File: src/rtl/cpu_divider.sv
// cpu_divider: iterative restoring divide/remainder unit for RV32M DIV, DIVU, REM, REMU.
//   Ports: clk, reset (async, active-high), start, op (00 DIV, 01 DIVU, 10 REM, 11 REMU),
//          a (dividend), b (divisor), busy, done (one-cycle pulse), result.
//   Optional macro CPU_DIVIDER_FAST_PATH_EN: divide-by-zero and signed overflow skip RUN.
module cpu_divider #(
    parameter int WIDTH = 32
) (
    input  logic             clk,
    input  logic             reset,
    input  logic             start,
    input  logic [1:0]       op,
    input  logic [WIDTH-1:0] a,
    input  logic [WIDTH-1:0] b,
    output logic             busy,
    output logic             done,
    output logic [WIDTH-1:0] result
);
    localparam int CW = $clog2(WIDTH);
    localparam logic [WIDTH-1:0] MSB = {1'b1, {(WIDTH-1){1'b0}}};
    typedef enum logic [1:0] {IDLE, RUN, FINISH} state_t;
    state_t           r_state, w_next;
    logic [CW-1:0]    r_cnt;
    logic             r_rsel, r_qneg, r_rneg, r_dz, r_ovf, r_done;
    logic [WIDTH-1:0] r_a, r_quo, r_rem, r_div, r_result;
    logic             w_signed, w_dz, w_ovf, w_fast;
    logic [WIDTH-1:0] w_a_mag, w_b_mag, w_q, w_r;
    logic [WIDTH:0]   w_shift, w_diff;
    assign w_signed = ~op[0];
    assign w_dz     = b == '0;
    assign w_ovf    = w_signed && a == MSB && b == '1;
    assign w_a_mag  = (w_signed && a[WIDTH-1]) ? -a : a;
    assign w_b_mag  = (w_signed && b[WIDTH-1]) ? -b : b;
`ifdef CPU_DIVIDER_FAST_PATH_EN
    assign w_fast = w_dz | w_ovf;
`else
    assign w_fast = 1'b0;
`endif
    // Remainder and quotient form one shift register; the quotient MSB feeds the remainder.
    assign w_shift = {r_rem, r_quo[WIDTH-1]};
    assign w_diff  = w_shift - {1'b0, r_div};
    // Special cases override whatever the iteration left behind.
    assign w_q = r_dz ? '1 : r_ovf ? MSB : r_qneg ? -r_quo : r_quo;
    assign w_r = r_dz ? r_a : r_ovf ? '0 : r_rneg ? -r_rem : r_rem;
    always_ff @(posedge clk or posedge reset) begin
        if (reset) r_state <= IDLE;
        else       r_state <= w_next;
    end
    always_comb begin
        w_next = r_state;
        case (r_state)
            IDLE:    w_next = start ? (w_fast ? FINISH : RUN) : IDLE;
            RUN:     w_next = (r_cnt == '0) ? FINISH : RUN;
            FINISH:  w_next = IDLE;
            default: w_next = IDLE;
        endcase
    end
    always_ff @(posedge clk or posedge reset) begin
        if (reset) begin
            r_cnt    <= '0;
            r_rsel   <= 1'b0;
            r_qneg   <= 1'b0;
            r_rneg   <= 1'b0;
            r_dz     <= 1'b0;
            r_ovf    <= 1'b0;
            r_done   <= 1'b0;
            r_a      <= '0;
            r_quo    <= '0;
            r_rem    <= '0;
            r_div    <= '0;
            r_result <= '0;
        end else begin
            r_done <= 1'b0;
            case (r_state)
                IDLE: if (start) begin
                    r_rsel <= op[1];
                    r_a    <= a;
                    r_dz   <= w_dz;
                    r_ovf  <= w_ovf;
                    r_qneg <= w_signed & (a[WIDTH-1] ^ b[WIDTH-1]);
                    r_rneg <= w_signed & a[WIDTH-1];
                    r_quo  <= w_a_mag;
                    r_rem  <= '0;
                    r_div  <= w_b_mag;
                    r_cnt  <= CW'(WIDTH-1);
                end
                RUN: begin
                    r_quo <= {r_quo[WIDTH-2:0], ~w_diff[WIDTH]};
                    r_rem <= w_diff[WIDTH] ? w_shift[WIDTH-1:0] : w_diff[WIDTH-1:0];
                    r_cnt <= r_cnt - 1'b1;
                end
                FINISH: begin
                    r_result <= r_rsel ? w_r : w_q;
                    r_done   <= 1'b1;
                end
                default: ;
            endcase
        end
    end
    assign busy   = r_state != IDLE;
    assign done   = r_done;
    assign result = r_result;
endmodule

File: config.mk
export PLATFORM = sky130hd
export DESIGN_NAME = cpu_divider
export DESIGN_NICKNAME = d
export VERILOG_FILES = /design/src/rtl/cpu_divider.sv
export SDC_FILE = /design/constraint.sdc
export NUM_CORES = 1
export LEC_CHECK = 0
export ABC_CLOCK_PERIOD_IN_PS = 5600
export CORE_MARGIN = 2
export CORE_UTILIZATION = 52
export DETAILED_ROUTE_END_ITERATION = 6
export PLACE_DENSITY = 0.87
export SETUP_SLACK_MARGIN = 0.15
export SKIP_LAST_GASP = 1
export SYNTH_ARGS = -nofsm -noshare
export SYNTH_HDL_FRONTEND = slang
export SYNTH_SLANG_ARGS = --single-unit
File: constraint.sdc
create_clock -name clk -period 5.6 [get_ports clk]
set_input_delay 0.56 -clock clk [delete_from_list [all_inputs] [get_ports clk]]
set_output_delay 0.56 -clock clk [all_outputs]
set_load 0.005 [all_outputs]
Word-level counts from Yosys, hierarchy flattened

Index checks and enable logic that the tools add are counted.

Register bits after elaboration: 173
Input bits: 69
Output and inout bits: 34
Logic and storage cells: 60

$add $sub $neg: 6
Eq/ne operators: 5
Muxes and demuxes: 20
Bitwise operators: 5
Reductions and logical operators: 11

Operators by type and width:

| cell                                                                   | count |
|---|---|
| 32-bit two-way mux                                                     | 12 |
| 32-bit negator                                                         | 4 |
| 32-bit case mux with 2 select lines                                    | 2 |
| 32-bit equality test (second input constant)                           | 2 |
| 33-bit by 32-bit subtractor with 33-bit output                         | 1 |
| 32-bit zero test                                                       | 1 |
| 5-bit case mux with 2 select lines                                     | 1 |
| 5-bit zero test                                                        | 1 |
| 5-bit two-way mux                                                      | 1 |
| 5-bit by 1-bit subtractor with 5-bit output (second input constant)    | 1 |
| 1-bit logical AND                                                      | 4 |
| 2-bit case mux with 2 select lines                                     | 1 |
| 2-bit AND reduction                                                    | 2 |
| 2-bit nonzero test                                                     | 2 |
| 1-bit AND                                                              | 2 |
| 2-bit by 1-bit equality test with 1-bit output (second input constant) | 1 |
| 2-bit equality test (second input constant)                            | 1 |
| 2-bit zero test                                                        | 1 |
| 1-bit two-way mux                                                      | 2 |
| 2-bit two-way mux                                                      | 1 |
| 2-bit != test (second input constant)                                  | 1 |
| 1-bit inverter                                                         | 2 |
| 1-bit XOR                                                              | 1 |

Longest topological paths before layout

Depth in word-level cells: 5
Mapped depth: 12
Mapped depth without buffers: 11

Worst setup path after synthesis

OpenSTA, ideal clock, no wires.

Path type: register to register
From: register r_quo[31]
To: register r_rem[31]
Library setup time: 0.133 ns
Data arrival time: 2.627 ns
Path slack: 2.841 ns
Cell stages (with the launch flop): 13
Buffers on the path: 1
Clock period less this slack: 2.759 ns
Cells stage by stage: dfrtp_1 > inv_1 > ha_1 > fa_1 > nand2b_1 > a21oi_1 > o21ai_1 > o31ai_1 > a21oi_1 > o211ai_4 > buf_4 > nand2b_2 > o211ai_1

Word-level cells in the longest chain between the ends: 3

RTL lines:

| item                                           | line | text |
|---|---|---|
| from (decl)                                    | 24   | `logic [WIDTH-1:0] r_a, r_quo, r_rem, r_div, r_result;` |
| from (signal assigned)                         | 81   | `r_quo <= w_a_mag;` |
| from (signal assigned)                         | 87   | `r_quo <= {r_quo[WIDTH-2:0], ~w_diff[WIDTH]};` |
| 33-bit by 32-bit subtractor with 33-bit output | 40   | `assign w_diff = w_shift - {1'b0, r_div};` |
| 32-bit two-way mux                             | 88   | `r_rem <= w_diff[WIDTH] ? w_shift[WIDTH-1:0] : w_diff[WIDTH-1:0];` |
| 32-bit case mux with 2 select lines            | 73   | `case (r_state)` |
| to (signal assigned)                           | 88   |  |
| to (decl)                                      | 24   |  |

Every way passes these cells.
A chain may end at the register's enable or synchronous reset.

Worst setup path in the final report

From: register r_quo[31]
To: register r_rem[27]

The elaborated chain is that of the path after synthesis.

==> results.yml <==
outcome:
  status: "completed"
cells_and_area:
  syn_to_final_growth_pct: 15.0
  multi_input_area_um2: 7130
  final_util_pct: 60.9
  final-seq-area_um2: 4330
  final_area_um2: 13800
  final_layout_size_suffix_gt1_share_pct: 4.43
  finalNetCount: 1631
  final_cells: 1821
  fillers: 1949
  diodes: 0
clock_tree:
  cts_hold_buf: 0
  post_cts_buffers: 0
  cts_tree: "built"
  cts_max_level: 4
  clock-sinks: 173
  clk_pin_slew_ps: 60
  cts_max_path_buffers: 2
  cts_resized: 0
  cts_buffers: 17
  clk_latency_ps: 440
  clock-root-buffer: "clkbuf_16"
sta:
  skew_ps: 8.41
  grt_setup_unrepaired: "false"
  tns_ps: 0
  finalCriticalPeriod_ps: 4020
  finalHoldViolCount: 0
  setup_violations: 0
  fmax_ghz: 0.249
  final.setup.worst_slack_ps: 1580
  tightest_slew_ps: 1270
  slew_headroom_pct: 15.1
  maxSlewViolCount: 0
  fin_crit_sh_pct: 71.8
worst_hold_path:
  holdPathStages: 2
  hp-class: "reg2reg"
  min_from: "r_a[31]"
  hold-path-endpoint: "r_a[31]"
pwr:
  p_per_area_nw_per_um2: 658
  vdd_drop_max_uv: 435
  leakage_uw: 0.00571
critical_path:
  crit_path_max_fanout: 34
  critPathLaunchType: "flip-flop"
  cp.arrival_ps: 4330
  r2r-start: "r_quo[31]"
  crit_required_ps: 5910
  path_common_cell: "a21oi_1"
  r2r_cells: 11
  slowest_stage: "o211ai_4"
  path_buf_inv: 1
  crit_family: "compound AO/OA/AOI/OAI gates"
  cp_slowest_stage_delay_ps: 1040
  cp_cell_sequence: "inv_1, ha_1, fa_1, nand2b_1, a21oi_1, o21ai_1, o31ai_1, a21oi_1, o211ai_4, nand2b_2, o211ai_1"
  path_class: "reg2reg"
  end_kind: "flip-flop"
  setup.worst_path.start: "r_quo[31]"
  rrSetupSlack_ps: 1580
  worstReg2RegEnd: "r_rem[27]"
logic_synthesis:
  yosys_warnings: 0
  synth_ff_type: "dfrtp_1"
  yosysTopAreaCell: "dfrtp_1"
  synth.area.top_cells: "dfrtp_1 36%, nand2_1 7.4%, xnor2_1 6.8%, o21ai_0 5.6%, ha_1 4.0%"
  synth_edf_count: 0
  ys_types: 76
  ys_top_cells_by_count: "236 x nand2_1, 173 x dfrtp_1, 133 x o21ai_0"
  synth_most_common_cell: "nand2_1"
  yosys_register_bits: 173
  synth_area_um2: 12000
  synth_top_area_share_pct: 36.1
  yosysSeqAreaShare_pct: 36.1
  syn_inst: 1472
  synthArstFlopShare_pct: 100
  syn_avg_cell_area_um2: 8.14
  syn-num-nets: 1580
die:
  die_h_um: 156
  rows: 55
  chipWidth_um: 156
  pin_count: 103
  core_um2: 22600
  initial_core_util_pct: 53.0
  die_area_um2: 24300
placed_design:
  dpl.cell_count: 1789
  io_buffer_count: 102
  post-place-ws_ps: 1740
  dp_hpwl_um: 24900
  place_congestion: 0.920
  placed_area_um2: 13200
global_route:
  grt_pass1_vias: 11113
  antenna_found_initial: 1
  grt_pass1_wl_um: 56800
  grtUsageTotal_pct: 29.2
  grt_max_degree: 100
  grt_overflow: 0
detailed_routing:
  first_pass_iters: 6
  via_per_inst: 6.26
  wirelength_um: 34700
  drtAntennaViolNets: 0
  wl_per_cell_um: 19.1
  drt_iter0_drc: 1157
  num_vias: 11393
  drc: 0
job:
  cap_violations: 0
## final cells by class
type | count | area share (%)
inverters | 62 | 1.72
clock buffers | 22 | 3.37
well taps | 285 | 2.59
clock inverters | 10 | 1.18
repair buffers | 113 | 8.01
flip-flops and latches | 173 | 31.4
multi-input cells | 1156 | 51.7
## kinds of logic after synthesis
| family | Yosys count | share of synthesized area, % |
|---|---|---|
| simple gates | 498 | 19.2 |
| buf+inv | 143 | 4.62 |
| compound gates | 446 | 22.9 |
| flops | 173 | 36.1 |
| fa+ha+maj | 39 | 4.13 |
| mux | 27 | 2.30 |
| xor+xnor | 146 | 10.7 |
## where the power goes
part / switching, uW / internal, uW
sequential: 656 / 1800
clock: 505 / 771
combinational: 3160 / 2180
## flip-flops by register name, indices dropped and copies added (netlist names), 2 cells and up
name and cells:
r_a 32, r_rem 32, result 32, r_div 32, r_quo 32, r_state 2
r_cnt 5
## cell usage in the layout (no fill, tap or decap), types with 13 or more instances in the layout
cell,instances
nand3_1,25
o21ai_1,48
a21oi_1,94
nand2b_1,15
clkbuf_16,17
or3_1,13
nand4_1,17
mux2i_1,23
nor2_1,97
clkdlybuf4s50_1,102
o21ai_0,133
nor3_1,31
xor2_1,53
xnor2_1,93
nand2_1,235
inv_1,60
ha_1,38
dfrtp_1,173
o31ai_1,28
a31oi_1,19
a22oi_1,28
## worst min-delay path: stages (launching register included)
cell     delay, ps
dfrtp_1        340
nand2_1         50
nand2_1         60
## per-stage QoR
step | hold WS (ps) | power, uW
2_1_floorplan | 437 | 6340
5_1_grt | 495 | 9770
6_report | 472 | 9070
3_3_place_gp | 449 | 7460
4_1_cts | 473 | 8960
3_5_place_dp | 455 | 7630
## worst max path at each step
stage,to,slack (ps),cells past startpoint
6_report,r_rem[27],1580,11
4_1_cts,r_rem[27],1680,11
2_1_floorplan,done,350,1
3_5_place_dp,r_rem[27],1740,11
3_3_place_gp,r_rem[31],1940,11
5_1_grt,r_rem[31],1390,11
## per-layer routing
metal  vias to the layer above  part of all wire [%]  wire (um)  track usage (%)
met1                      5339                    41      14300             39.1
met2                       624                    45      15700             46.1
li1                       5326                     -          -                -
met3                       104                   9.7       3360             5.67
met5                         -                     0          0                0
met4                         0                   3.9       1360             12.8
No activity file was read; power rests on OpenSTA's default activity.
